## src/rtl/pipe_ctrl_pkg.sv

```systemverilog
// rtl/pipe_ctrl_pkg.sv - shared lock bit indices, lock patterns and FSM state encoding for pipe_ctrl
package pipe_ctrl_pkg;

  localparam int LOCK_PC    = 0;
  localparam int LOCK_IFID  = 1;
  localparam int LOCK_IDEX  = 2;
  localparam int LOCK_EXMEM = 3;
  localparam int LOCK_MEMWB = 4;

  localparam logic [4:0] LOCK_NONE  = 5'b00000;
  localparam logic [4:0] LOCK_FETCH = 5'b00001;
  localparam logic [4:0] LOCK_DEC   = 5'b00011;
  localparam logic [4:0] LOCK_MEM   = 5'b01111;

  typedef enum logic [0:0] {
    ST_IDLE = 1'b0,
    ST_PEND = 1'b1
  } pipe_state_e;

endpackage

```

## src/rtl/pipe_perf_cnt.sv

```systemverilog
// rtl/pipe_perf_cnt.sv - free-running wrap counters for stalled cycles and PC redirects
module pipe_perf_cnt #(
  parameter int PERF_W = 32
) (
  input  logic              clk,
  input  logic              rst,
  input  logic              stall_i,
  input  logic              flush_i,
  output logic [PERF_W-1:0] stall_cnt_o,
  output logic [PERF_W-1:0] flush_cnt_o
);

  logic [PERF_W-1:0] stall_q, stall_d;
  logic [PERF_W-1:0] flush_q, flush_d;

  always_comb begin
    stall_d = stall_q + PERF_W'(stall_i);
    flush_d = flush_q + PERF_W'(flush_i);
  end

  always_ff @(posedge clk or posedge rst) begin
    if (rst) begin
      stall_q <= '0;
      flush_q <= '0;
    end else begin
      stall_q <= stall_d;
      flush_q <= flush_d;
    end
  end

  assign stall_cnt_o = stall_q;
  assign flush_cnt_o = flush_q;

endmodule

```

## src/rtl/pipe_ctrl.sv

```systemverilog
// rtl/pipe_ctrl.sv - pipeline hazard controller: lock vector, flush strobes, PC redirect
// Optional perf counters under `PIPE_PERF_CNT_EN.
module pipe_ctrl
  import pipe_ctrl_pkg::*;
#(
  parameter int ADDR_W = 32,
  parameter int LOCK_W = 5,
  parameter int PERF_W = 32
) (
  input  logic              clk,
  input  logic              rst,
  input  logic              stallreq_if_i,
  input  logic              stallreq_id_i,
  input  logic              stallreq_mem_i,
  input  logic              branch_flag_i,
  input  logic [ADDR_W-1:0] branch_target_i,
  output logic [LOCK_W-1:0] lock_o,
  output logic              IFID_clean_o,
  output logic              IDEX_clean_o,
  output logic              MEMWB_clean_o,
  output logic              pc_redirect_o,
  output logic [ADDR_W-1:0] pc_target_o,
  output logic [PERF_W-1:0] perf_stall_o,
  output logic [PERF_W-1:0] perf_flush_o
);

  pipe_state_e       state_q, state_d;
  logic [ADDR_W-1:0] pend_target_q, pend_target_d;
  logic [4:0]        lock;

  always_comb begin
    state_d       = state_q;
    pend_target_d = pend_target_q;
    lock          = LOCK_NONE;
    IFID_clean_o  = 1'b0;
    IDEX_clean_o  = 1'b0;
    MEMWB_clean_o = 1'b0;
    pc_redirect_o = 1'b0;
    pc_target_o   = '0;
    if (rst) begin
      IFID_clean_o  = 1'b1;
      IDEX_clean_o  = 1'b1;
      MEMWB_clean_o = 1'b1;
    end else begin
      unique case (state_q)
        ST_IDLE: begin
          // MEM stall freezes EX, so a coincident branch is simply re-presented later
          if (stallreq_mem_i) begin
            lock          = LOCK_MEM;
            MEMWB_clean_o = 1'b1;
          end else if (branch_flag_i && !stallreq_if_i) begin
            IFID_clean_o  = 1'b1;
            IDEX_clean_o  = 1'b1;
            pc_redirect_o = 1'b1;
            pc_target_o   = branch_target_i;
          end else if (branch_flag_i) begin
            IFID_clean_o  = 1'b1;
            IDEX_clean_o  = 1'b1;
            lock          = LOCK_FETCH;
            pend_target_d = branch_target_i;
            state_d       = ST_PEND;
          end else if (stallreq_id_i) begin
            lock         = LOCK_DEC;
            IDEX_clean_o = 1'b1;
          end else if (stallreq_if_i) begin
            lock         = LOCK_FETCH;
            IFID_clean_o = 1'b1;
          end
        end
        ST_PEND: begin
          IFID_clean_o = 1'b1;
          IDEX_clean_o = 1'b1;
          if (stallreq_mem_i) begin
            lock = LOCK_MEM;
          end else if (stallreq_if_i) begin
            lock = LOCK_FETCH;
          end else begin
            pc_redirect_o = 1'b1;
            pc_target_o   = pend_target_q;
            state_d       = ST_IDLE;
          end
        end
        default: state_d = ST_IDLE;
      endcase
    end
  end

  always_ff @(posedge clk or posedge rst) begin
    if (rst) begin
      state_q       <= ST_IDLE;
      pend_target_q <= '0;
    end else begin
      state_q       <= state_d;
      pend_target_q <= pend_target_d;
    end
  end

  assign lock_o = LOCK_W'(lock);

`ifdef PIPE_PERF_CNT_EN
  pipe_perf_cnt #(.PERF_W(PERF_W)) u_perf (
    .clk         (clk),
    .rst         (rst),
    .stall_i     (lock[LOCK_PC]),
    .flush_i     (pc_redirect_o),
    .stall_cnt_o (perf_stall_o),
    .flush_cnt_o (perf_flush_o)
  );
`else
  assign perf_stall_o = '0;
  assign perf_flush_o = '0;
`endif

endmodule

```

## config.mk

```make
export PLATFORM = sky130hd
export DESIGN_NAME = pipe_ctrl
export DESIGN_NICKNAME = d
export VERILOG_FILES = /design/src/rtl/pipe_ctrl_pkg.sv /design/src/rtl/pipe_perf_cnt.sv /design/src/rtl/pipe_ctrl.sv
export SDC_FILE = /design/constraint.sdc
export NUM_CORES = 1
export LEC_CHECK = 0
export CAP_MARGIN = 10
export CORE_ASPECT_RATIO = 1.5
export CORE_UTILIZATION = 39
export CTS_CLUSTER_DIAMETER = 40
export CTS_CLUSTER_SIZE = 8
export DETAILED_ROUTE_END_ITERATION = 6
export GPL_ROUTABILITY_DRIVEN = 0
export PLACE_DENSITY = 0.82
export SLEW_MARGIN = 15
export SYNTH_ARGS = -nofsm -noshare
export SYNTH_HDL_FRONTEND = slang
export SYNTH_HIERARCHICAL = 1
export SYNTH_SLANG_ARGS = --single-unit
```

## constraint.sdc

```tcl
create_clock -name clk -period 1.7 [get_ports clk]
set_input_delay 0.17 -clock clk [delete_from_list [all_inputs] [get_ports clk]]
set_output_delay 0.17 -clock clk [all_outputs]
set_load 0.02 [all_outputs]
```

# Word level (Yosys, flattened, before mapping)
# Cells that the tools add are included.
word_totals:
  in_bits: 38
  ff_bits: 33
  out_inout_bits: 105
  wordCells: 50
classes:
  bitwise: 4
  n_mux: 41
  reduce_logical: 3
ops:
  columns: ["operator", "n"]
  rows:
  - ["$mux W32", 5]
  - ["$pmux W32 S2", 1]
  - ["$mux W1", 24]
  - ["$mux W5", 2]
  - ["$pmux W5 S2", 1]
  - ["$pmux W1 S2", 4]
  - ["$mux W2", 3]
  - ["$reduce_and A5 Y1", 1]
  - ["$mux W4", 1]
  - ["$not A1 Y1", 4]
  - ["$logic_and A1 B1 Y1", 1]
  - ["$logic_not A1 Y1", 1]

# Depth between registers and ports, before layout
# Gate-level depths: netlist (run 1).
logic_depth:
  ltp_word: 7
  mapped_depth: 5
  ltp_nobuf: 3

# Worst setup path after synthesis (run 1)
# No wires, ideal clock.
synth_path:
  kind: "input -> output"
  start: "in rst"
  end: "out MEMWB_clean_o"
  n_path_buf: 1
  path_stages: 3
  required_ns: 1.530
  path_slack_ns: -0.054
  arrival_ns: 1.584
  path_cell_list: "buf_2 -> inv_1 -> o21ai_0"
synth_between:
  elab_chain_len: 1
synth_rtl:
  columns: ["element", "line", "text"]
  rows:
  - ["from (decl)", "pipe_ctrl.sv:11", "input logic rst,"]
  - ["$mux W1", "pipe_ctrl.sv:40", "if (rst) begin"]
  - ["to (decl)", "pipe_ctrl.sv:20", "output logic MEMWB_clean_o,"]
# Every way passes these cells.

# Worst setup path after layout (run 1)
layout_path:
  start: "in stallreq_mem_i"
  end: "out pc_target_o[19]"
layout_between:
  elab_chain_len: 3
  elab_cells_between_ends: 4
  cone_classes: "4 x mux"
layout_rtl:
  columns: ["element", "line", "text"]
  rows:
  - ["from (decl)", "pipe_ctrl.sv:14", "input logic stallreq_mem_i,"]
  - ["$mux W32, on equally long branches", "pipe_ctrl.sv:73, pipe_ctrl.sv:48", null]
  - ["$pmux W32 S2 *", "pipe_ctrl.sv:45", "unique case (state_q)"]
  - ["$mux W32 *", "pipe_ctrl.sv:40", null]
  - ["to (decl)", "pipe_ctrl.sv:22", "output logic [ADDR_W-1:0] pc_target_o,"]
# Every way passes the cells marked *; elsewhere a longest branch is shown, timed or not.

==> results of run 1 <==
-- sequential cells by signal, indices dropped and copies added, names as in the netlist --
register       flops
state_q            1
pend_target_q     32
-- Yosys cell counts --
cell,instances,area [µm²]
a211oi_1,1,7.510
a21oi_1,66,330.3
a31oi_1,1,6.260
buf_1,3,11.26
buf_2,8,40.04
buf_4,66,495.5
buf_6,3,33.78
clkbuf_1,3,11.26
conb_1,1,3.750
dfrtp_1,33,825.8
inv_1,3,11.26
mux2_2,2,22.52
mux2_4,30,450.4
nand4_4,1,21.27
nor2_1,38,142.6
nor2_8,1,20.02
nor2b_1,1,6.260
nor3_2,1,10.01
nor3b_2,1,12.51
o21ai_0,3,15.01
-- metrics by stage --
step / total power, W / cells / setup slack (ns) / hold WS (ns)
floorplan: 0.001972 / 330 / 0.1583 / 0.3185
global placement: 0.002262 / 415 / -0.4627 / 0.4887
detailed placement: 0.002296 / 415 / -0.5341 / 0.4931
CTS: 0.002861 / 427 / 0.0004838 / 0.3550
global route: 0.002971 / 429 / -0.01268 / 0.3927
finish: 0.002804 / 429 / 0.04821 / 0.3436
-- final cells by class --
class | count | area (µm²)
fillers | 589 | 2927
multi-input cells | 211 | 1301
repair buffers | 101 | 882.1
flip-flops and latches | 33 | 827.0
well taps | 74 | 92.59
clock buffers | 7 | 86.33
inverters | 3 | 15.01
-- worst paths after layout --
| path | startpoint | end | cells past startpoint |
|---|---|---|---|
| hold / removal | rst | pend_target_q[26] | 4 |
| setup reg to reg | state_q | pend_target_q[20] | 5 |
| hold reg to reg | pend_target_q[6] | pend_target_q[6] | 1 |
| setup / recovery | stallreq_mem_i | pc_target_o[19] | 7 |
| max in group asynchronous | rst | state_q | 4 |
| min in group clk | stallreq_if_i | state_q | 4 |
-- per-layer routing --
layer	routed length, µm	global-route usage [%]	vias to the layer above	share of wire (%)
met4	27	4.419	0	0.46
met1	2260	18.92	969	39
met5	0	0	-	0
met3	304	2.523	2	5.2
met2	3248	34.31	88	56
li1	-	-	935	-
-- cells in the final DEF, fill, tap and decap left out, types with 2 or more instances in the layout --
cell / Yosys / final
buf_12: 0 / 4
inv_1: 3 / 2
clkdlybuf4s15_1: 0 / 3
dfrtp_1: 33 / 32
mux2_4: 30 / 30
dlygate4sd2_1: 0 / 5
clkdlybuf4s50_1: 0 / 33
buf_6: 3 / 7
clkbuf_2: 0 / 6
nor2_1: 38 / 38
clkbuf_8: 0 / 6
clkdlybuf4s15_2: 0 / 5
buf_2: 8 / 23
mux2_2: 2 / 2
buf_4: 66 / 14
o21ai_0: 3 / 3
conb_1: 1 / 65
a21oi_1: 66 / 66
-- report_power, final --
group | internal, W | leakage, nW | total (W) | switching, W
registers | 0.000980 | 0.397 | 0.00110 | 0.000120
clock network | 0.000321 | 0.0443 | 0.000576 | 0.000255
logic | 0.000542 | 1.21 | 0.00113 | 0.000586
-- cells by family after synthesis --
family,synth area share (%)
buffers and inverters,24.34
AOI/OAI and AO/OA,14.50
and+or+nand+nor,8.586
DFF,33.33
muxes,19.09
other,0.1514
-- worst reg2reg max path, cell delays in order (launching register included) --
cell     delay, ns
dfrtp_2       0.47
nor2_8        0.16
buf_12        0.16
nand4_4       0.15
buf_12        0.19
mux2_4        0.31
-- repair_timing --
action	in CTS	in global routing
pin swaps	1	1
setup endpoints to repair	40	31
cloned	3	0
resized for setup	121	32
buffers inserted	2	2
==> impl_metrics.tcl, run 1 <==
set metrics [dict create \
    ys_seq_area_share_pct 33.33 \
    clk_path_buf_depth 2 \
    syn-instance-count 266 \
    rows 35 \
    clk_pin_slew_ns 0.07 \
    placed_cell_area_mm2 0.003183 \
    vias 1994 \
    avgSynthCellArea_um2 9.313 \
    synth.ff_latch_count 33 \
    maxSlewViolCount 0 \
    core_mm2 0.006131 \
    drtPass1Iterations 4 \
    endpoint_kind "output port" \
    wire_per_inst_um 13.61 \
    die_w_um 67.08 \
    fin_setup_tns_ns 0 \
    crit_family "buffers and inverters" \
    antenna_left 0 \
    clk_latency_ns 0.27 \
    netlist_area_mm2 0.002477 \
    cap_violations 0 \
    area_delta_synth_final_pct 29.34 \
    die_y_um 99.62 \
    die_area_mm2 0.006682 \
    numCtsBuffers 5 \
    drtIter0Drc 71 \
    crit_path_max_incr_delay_ns 0.31 \
    drc_errors 0 \
    via_per_inst 4.648 \
    yosysUniqueCellTypes 20 \
    cts_tree "yes" \
    vdd_drop_max_mv 0.3507 \
    final_cell_area_mm2 0.003204 \
    clockRootBuffer "clkbuf_8" \
    setup_viol 0 \
    p_leak_nw 1.652 \
    crit_type "in -> out" \
    max_freq_mhz 605.4 \
    cp_num_buf_inv 4 \
    fin_nets 393 \
    htree_levels 2 \
    slowest_stage "dlygate4sd2_1" \
    fin_util_pct 52.27 \
    yosysWarnings 6 \
    io_buffers 77 \
    grt_max_degree 35 \
    outcome "completed" \
    crit_fanout 9 \
    crit_path_start_kind "primary input" \
    diodes 0 \
    wl_um 5840 \
    initial_core_util_pct 40.41 \
    antenna_found_initial 0 \
    grt_pass1_vias 1902 \
    grt.overflow.total 0 \
    cts_hold_repair.buffers 0 \
    hp-class "in -> async" \
    clock_skew_ns 0.004295 \
    required_ns 1.53 \
    power.density_mw_per_mm2 875.0 \
    post-route-min-period_ns 1.652 \
    worstPathCellList "dlygate4sd2_1, nor3b_4, buf_4, buf_6, a21oi_1, nor2_1, clkdlybuf4s15_2" \
    fin_crit_sh_pct 97.16 \
    grt_use_total_pct 17.66 \
    crit_arrival_ns 1.48 \
    r2r_slack_ns 0.14 \
    drive_gt1_share_pct 29.01 \
    hold_viol 0 \
    clkSinkCount 33 \
    grt_pass1_wl_um 8880 \
    hpwl_um 3935 \
    io_pins 143 \
]
Power figures use the tool's default switching activity.
==> inputs of run 2 (changes only) <==
--- a/config.mk
+++ b/config.mk
@@ -12,7 +12,7 @@
 export CTS_CLUSTER_SIZE = 8
 export DETAILED_ROUTE_END_ITERATION = 6
 export GPL_ROUTABILITY_DRIVEN = 0
-export PLACE_DENSITY = 0.82
+export PLACE_DENSITY = 0.79
 export SLEW_MARGIN = 15
 export SYNTH_ARGS = -nofsm -noshare
 export SYNTH_HDL_FRONTEND = slang
==> constraint.sdc (replaced) <==
create_clock -name clk -period 1.7 [get_ports clk]
set_input_delay 0.17 -clock clk [delete_from_list [all_inputs] [get_ports clk]]
set_output_delay 0.17 -clock clk [all_outputs]
set_load 0.1 [all_outputs]
==> run 2 against run 1 <==
Setup slack worse by 0.014 ns. Sequential cell count unchanged. Count of clock-buffer cells in the layout stayed put. Final cell count is 0.47% higher. Sequential power is essentially flat. Total power up 66%. Largest power group unchanged. Non-clock buffer count up 1. Worst hold slack gained 0.080 ns. Design area rose by 29%.
==> impl_metrics.tcl, run 2 (same netlist as run 1, synthesis figures left out) <==
set metrics [dict create \
    outcome "completed" \
    seq_area_um2 827.0 \
    diodes 0 \
    io_buffers 77 \
    cap_violations 0 \
    largest_register_ff_count 32 \
    fill_cells 461 \
    registers.top_by_ff_count "pend_target_q" \
    r2r_slack_ns 0.14 \
    crit_path_start_kind "flop" \
    hpwl_um 4442 \
    vias 2094 \
    grt.overflow.total 0 \
    antenna_found_initial 0 \
    clkSinkCount 33 \
    pre_cts_ws_ns -0.1326 \
    crit_fanout 19 \
    setup_slack_ns 0.03467 \
    io_pins 143 \
    fin_nets 394 \
    fin_util_pct 67.29 \
    placed_cells_incl_taps 414 \
    maxSlewViolCount 0 \
    p_leak_nw 1.861 \
    crit_arrival_ns 1.50 \
    hp-class "in -> async" \
    setup_viol 0 \
    final_common_cell "conb_1" \
    core_mm2 0.006131 \
    required_ns 1.53 \
    grt_use_total_pct 21.38 \
    rsz0062_at_grt "yes" \
    fin_cells 431 \
    slowest_stage "dfrtp_2" \
    reg_top3 "pend_target_q: 32 flops, state_q: 1 flops" \
    clk_pin_slew_ns 0.07 \
    drtIter0Drc 100 \
    max_freq_mhz 600.5 \
    wl_um 6670 \
    area_delta_synth_final_pct 66.52 \
    crit_path_max_incr_delay_ns 0.48 \
    power.density_mw_per_mm2 1127 \
    fin_crit_sh_pct 97.96 \
    numCtsBuffers 5 \
    initial_core_util_pct 40.41 \
    die_w_um 67.08 \
    post-route-min-period_ns 1.665 \
    drive_gt1_share_pct 42.86 \
    die_y_um 99.62 \
    htree_levels 2 \
    r2r_cells 5 \
    drc_errors 0 \
    clk_path_buf_depth 2 \
    power_w 0.004648 \
    mostFrequentLayoutCells "conb_1, a21oi_1, buf_12" \
    die_area_mm2 0.006682 \
    r2r-end "pend_target_q[25]" \
    cts_tree "yes" \
    clk_latency_ns 0.28 \
    endpoint_kind "output port" \
    hold_viol 0 \
    drtPass1Iterations 4 \
    crit_type "reg -> out" \
    vdd_drop_max_mv 0.6355 \
    wire_per_inst_um 15.48 \
    grt_pass1_wl_um 10540 \
    grt_max_degree 34 \
    clock_skew_ns 0.006979 \
    rows 35 \
    multi_input_area_mm2 0.001579 \
    antenna_left 0 \
    worstPathCellList "nor2_8, buf_12, a21oi_1, nor2_4, buf_12" \
    clockRootBuffer "clkbuf_8" \
    crit_top_cell "buf_12" \
    via_per_inst 4.858 \
    grt_pass1_vias 2102 \
    r2r_start "state_q" \
]
## run 2: where the power goes
| group | internal [W] | switching [W] | total [W] | leakage, nW |
|---|---|---|---|---|
| logic | 0.000910 | 0.00188 | 0.00279 | 1.41 |
| registers | 0.000980 | 0.000121 | 0.00110 | 0.397 |
| clock network | 0.000478 | 0.000280 | 0.000757 | 0.0585 |
## run 2: timing repair
item,CTS,global route
gates resized for setup,15,2
cloned,3,0
setup buffers,5,1
pin swaps,8,1
hold buffers,0,0
endpoints found under the setup margin,35,24
## run 2: worst max path at each step
stage,startpoint,endpoint,cells after the start
after floorplan,state_q,lock_o[0],4
after global placement,stallreq_mem_i,pc_target_o[10],6
after detailed placement,stallreq_mem_i,pc_target_o[23],6
after CTS,stallreq_mem_i,pc_target_o[9],7
after global routing,state_q,pc_target_o[21],5
final,state_q,pc_target_o[30],5
## run 2: layout make-up
type                            count  share of cell area, %
Multi-Input combinational cell    211                  38.28
Timing Repair Buffer              102                  36.34
Sequential cell                    33                  20.05
Tap cell                           74                  2.244
Clock buffer                        7                  2.093
Clock inverter                      1                 0.7279
Inverter                            3                 0.2730
## run 2: per-stage QoR
step                TNS [ns]  hold slack (ns)  instance area, µm²
detailed placement    -6.665           0.4940                3856
CTS                        0           0.4255                4128
floorplan            -0.8687           0.3185                2980
global route         -0.1113           0.4531                4125
finish                     0           0.4236                4125
global placement      -4.442           0.4898                3856
## run 2: layer usage
| layer | part of all wire, % | vias to the layer above | global-route usage (%) |
|---|---|---|---|
| li1 | - | 940 | - |
| met1 | 35 | 1021 | 21.28 |
| met2 | 54 | 112 | 39.23 |
| met3 | 5.7 | 21 | 3.670 |
| met4 | 5.1 | 0 | 13.09 |
| met5 | 0 | - | 0 |
## run 2: critical path, delay by kind of cell (launching register included)
| family | cells | cell delay (ns) |
|---|---|---|
| AOI/OAI and AO/OA | 1 | 0.08 |
| buffers and inverters | 2 | 0.34 |
| DFF | 1 | 0.48 |
| and+or+nand+nor | 2 | 0.31 |
==> inputs of run 3 (changes only) <==
--- a/config.mk
+++ b/config.mk
@@ -12,7 +12,9 @@
 export CTS_CLUSTER_SIZE = 8
 export DETAILED_ROUTE_END_ITERATION = 6
 export GPL_ROUTABILITY_DRIVEN = 0
+export GPL_TIMING_DRIVEN = 0
 export PLACE_DENSITY = 0.79
+export SKIP_CTS_REPAIR_TIMING = 1
 export SLEW_MARGIN = 15
 export SYNTH_ARGS = -nofsm -noshare
 export SYNTH_HDL_FRONTEND = slang
==> run 3 against run 2 <==
The flow now finishes with violations (setup timing). Count of clock-buffer cells in the layout fell by 2. Sequential share of layout area is 0.98 points lower. Design area is 5.0% higher. Final cell count up 14%. Clock skew is 0.00056 ns lower. Worst hold slack got worse by 0.38 ns. Non-clock buffer count increased by 60. Combinational power grew 2%. Via count increased by 5.1%. Total power is 3.4% lower.
==> impl_metrics.tcl, run 3 (same netlist as run 1, synthesis figures left out) <==
set metrics [dict create \
    outcome "complete, but fails checks" \
    failed_checks "setup timing" \
    grt.overflow.total 0 \
    final_common_cell "buf_4" \
    die_y_um 99.62 \
    slowest_stage "dfrtp_1" \
    maxSlewViolCount 0 \
    core_mm2 0.006131 \
    relSlewSlack_pct 62.95 \
    grt_max_degree 36 \
    io_buffers 76 \
    drc_errors 0 \
    crit_path_max_incr_delay_ns 0.39 \
    registers.top_by_ff_count "pend_target_q" \
    wl_um 6596 \
    hpwl_um 4642 \
    drtPass1Iterations 4 \
    combPwrFrac_pct 63.3 \
    p_leak_nw 2.101 \
    power.density_mw_per_mm2 1036 \
    power_frac_seq_pct 24.4 \
    die_area_mm2 0.006682 \
    crit_fanout 10 \
    holdWs_ns 0.04281 \
    clk_latency_ns 0.28 \
    rsz0062_at_grt "yes" \
    reg_top3 "pend_target_q: 32 flops, state_q: 1 flops" \
    area_delta_synth_final_pct 74.85 \
    drtIter0Drc 47 \
    initial_core_util_pct 40.41 \
    grt_pass1_wl_um 9528 \
    p_int_w 0.002184 \
    setup_slack_ns -0.009060 \
    wire_per_inst_um 13.46 \
    r2r_start "state_q" \
    switching_share_pct 51.34 \
    vias 2201 \
    antenna_found_initial 0 \
    startpoint "state_q" \
    required_ns 1.53 \
    clk_pin_slew_ns 0.07 \
    fin_crit_sh_pct 100.5 \
    diodes 0 \
    endpoint_kind "output port" \
    setup_viol 3 \
    numCtsBuffers 5 \
    hold_viol 0 \
    crit_path_start_kind "flop" \
    drive_gt1_share_pct 53.61 \
    switching_power_w 0.002305 \
    clock_skew_ns 0.006414 \
    post-route-min-period_ns 1.709 \
    r2r_slack_ns 0.09 \
    crit_arrival_ns 1.54 \
    clkSinkCount 33 \
    vdd_drop_max_mv 0.5255 \
    clk_path_buf_depth 2 \
    r2r-end "pend_target_q[24]" \
    p_clk_share_pct 12.3 \
    largest_register_ff_count 32 \
    crit_type "reg -> out" \
    grt_pass1_vias 2067 \
    die_w_um 67.08 \
    via_per_inst 4.492 \
    clockRootBuffer "clkbuf_8" \
    antenna_left 0 \
    placed_cell_area_mm2 0.003834 \
    max_freq_mhz 585.1 \
    cap_violations 0 \
    fin_nets 455 \
    hp-class "in -> async" \
    cts_tree "yes" \
    mostFrequentLayoutCells "buf_4, conb_1, a21oi_1" \
    r2r_cells 6 \
    htree_levels 2 \
    grt_use_total_pct 18.81 \
    rows 35 \
    tightest_slew_ns 0.5581 \
    worstPathCellList "buf_6, clkbuf_2, a21oi_1, nor2_4, buf_12" \
    io_pins 143 \
    final_cell_area_mm2 0.004332 \
]
run 3: cell count changes in the layout (fill, tap and decap cells not counted), sizes merged:
cell / previous run / this run
buf: 63 / 116
clkbuf: 9 / 16
bufbuf: 2 / 0
dlygate4sd2: 2 / 0
dlymetal6s2s: 0 / 2
bufinv: 1 / 0
clkinv: 0 / 1
nor2: 39 / 40
run 3: worst max-delay path by stage:
stage	endpoint	slack, ns
after CTS	pc_target_o[3]	-1.36
after global routing	pc_target_o[23]	-0.08
after detailed placement	pc_target_o[12]	-1.35
final	pc_target_o[25]	-0.009
after floorplan	lock_o[0]	-0.16
after global placement	pc_target_o[9]	-1.33
run 3: layout make-up:
cell class | instances | area (µm²)
Fill cell | 455 | 1799
Multi-Input combinational cell | 212 | 1632
Timing Repair Buffer | 79 | 1046
Sequential cell | 33 | 825.8
Buffer | 83 | 648.1
Tap cell | 74 | 92.59
Clock buffer | 5 | 68.82
Inverter | 3 | 13.76
Clock inverter | 1 | 5.005
run 3: through the flow:
stage	total power, W	setup slack (ns)	TNS [ns]	utilization, %	std cells
finish	0.004489	-0.009060	-0.01238	70.65	490
global route	0.004662	-0.08008	-1.374	70.65	490
CTS	0.004210	-1.361	-49.44	63.73	486
detailed placement	0.003650	-1.353	-51.07	62.53	480
global placement	0.003612	-1.331	-49.94	62.53	480
floorplan	0.003243	-0.1610	-0.8687	-	330
run 3: worst max-delay path: cells and delay by family, from the launching register on:
family                 cells  cell delay (ns)
flip-flops                 1             0.39
buffers and inverters      3             0.53
AO/OA/AOI/OAI              1             0.28
AND/OR/NAND/NOR            1             0.06
run 3: power groups by stage:
| stage | Combinational, W | Clock (W) | Sequential, W |
|---|---|---|---|
| 2_1_floorplan | 0.00218 | 0 | 0.00106 |
| 3_3_place_gp | 0.00253 | 0 | 0.00108 |
| 3_5_place_dp | 0.00255 | 0 | 0.00110 |
| 4_1_cts | 0.00256 | 0.000564 | 0.00109 |
| 5_1_grt | 0.00295 | 0.000595 | 0.00112 |
| 6_report | 0.00284 | 0.000550 | 0.00110 |
run 3: layer usage:
metal / global-route usage [%] / up-vias / wire length, µm
met4: 7.529 / 0 / 156
met1: 20.44 / 1029 / 2420
li1: - / 1063 / -
met3: 3.784 / 11 / 448
met5: 0 / - / 0
met2: 34.15 / 98 / 3571
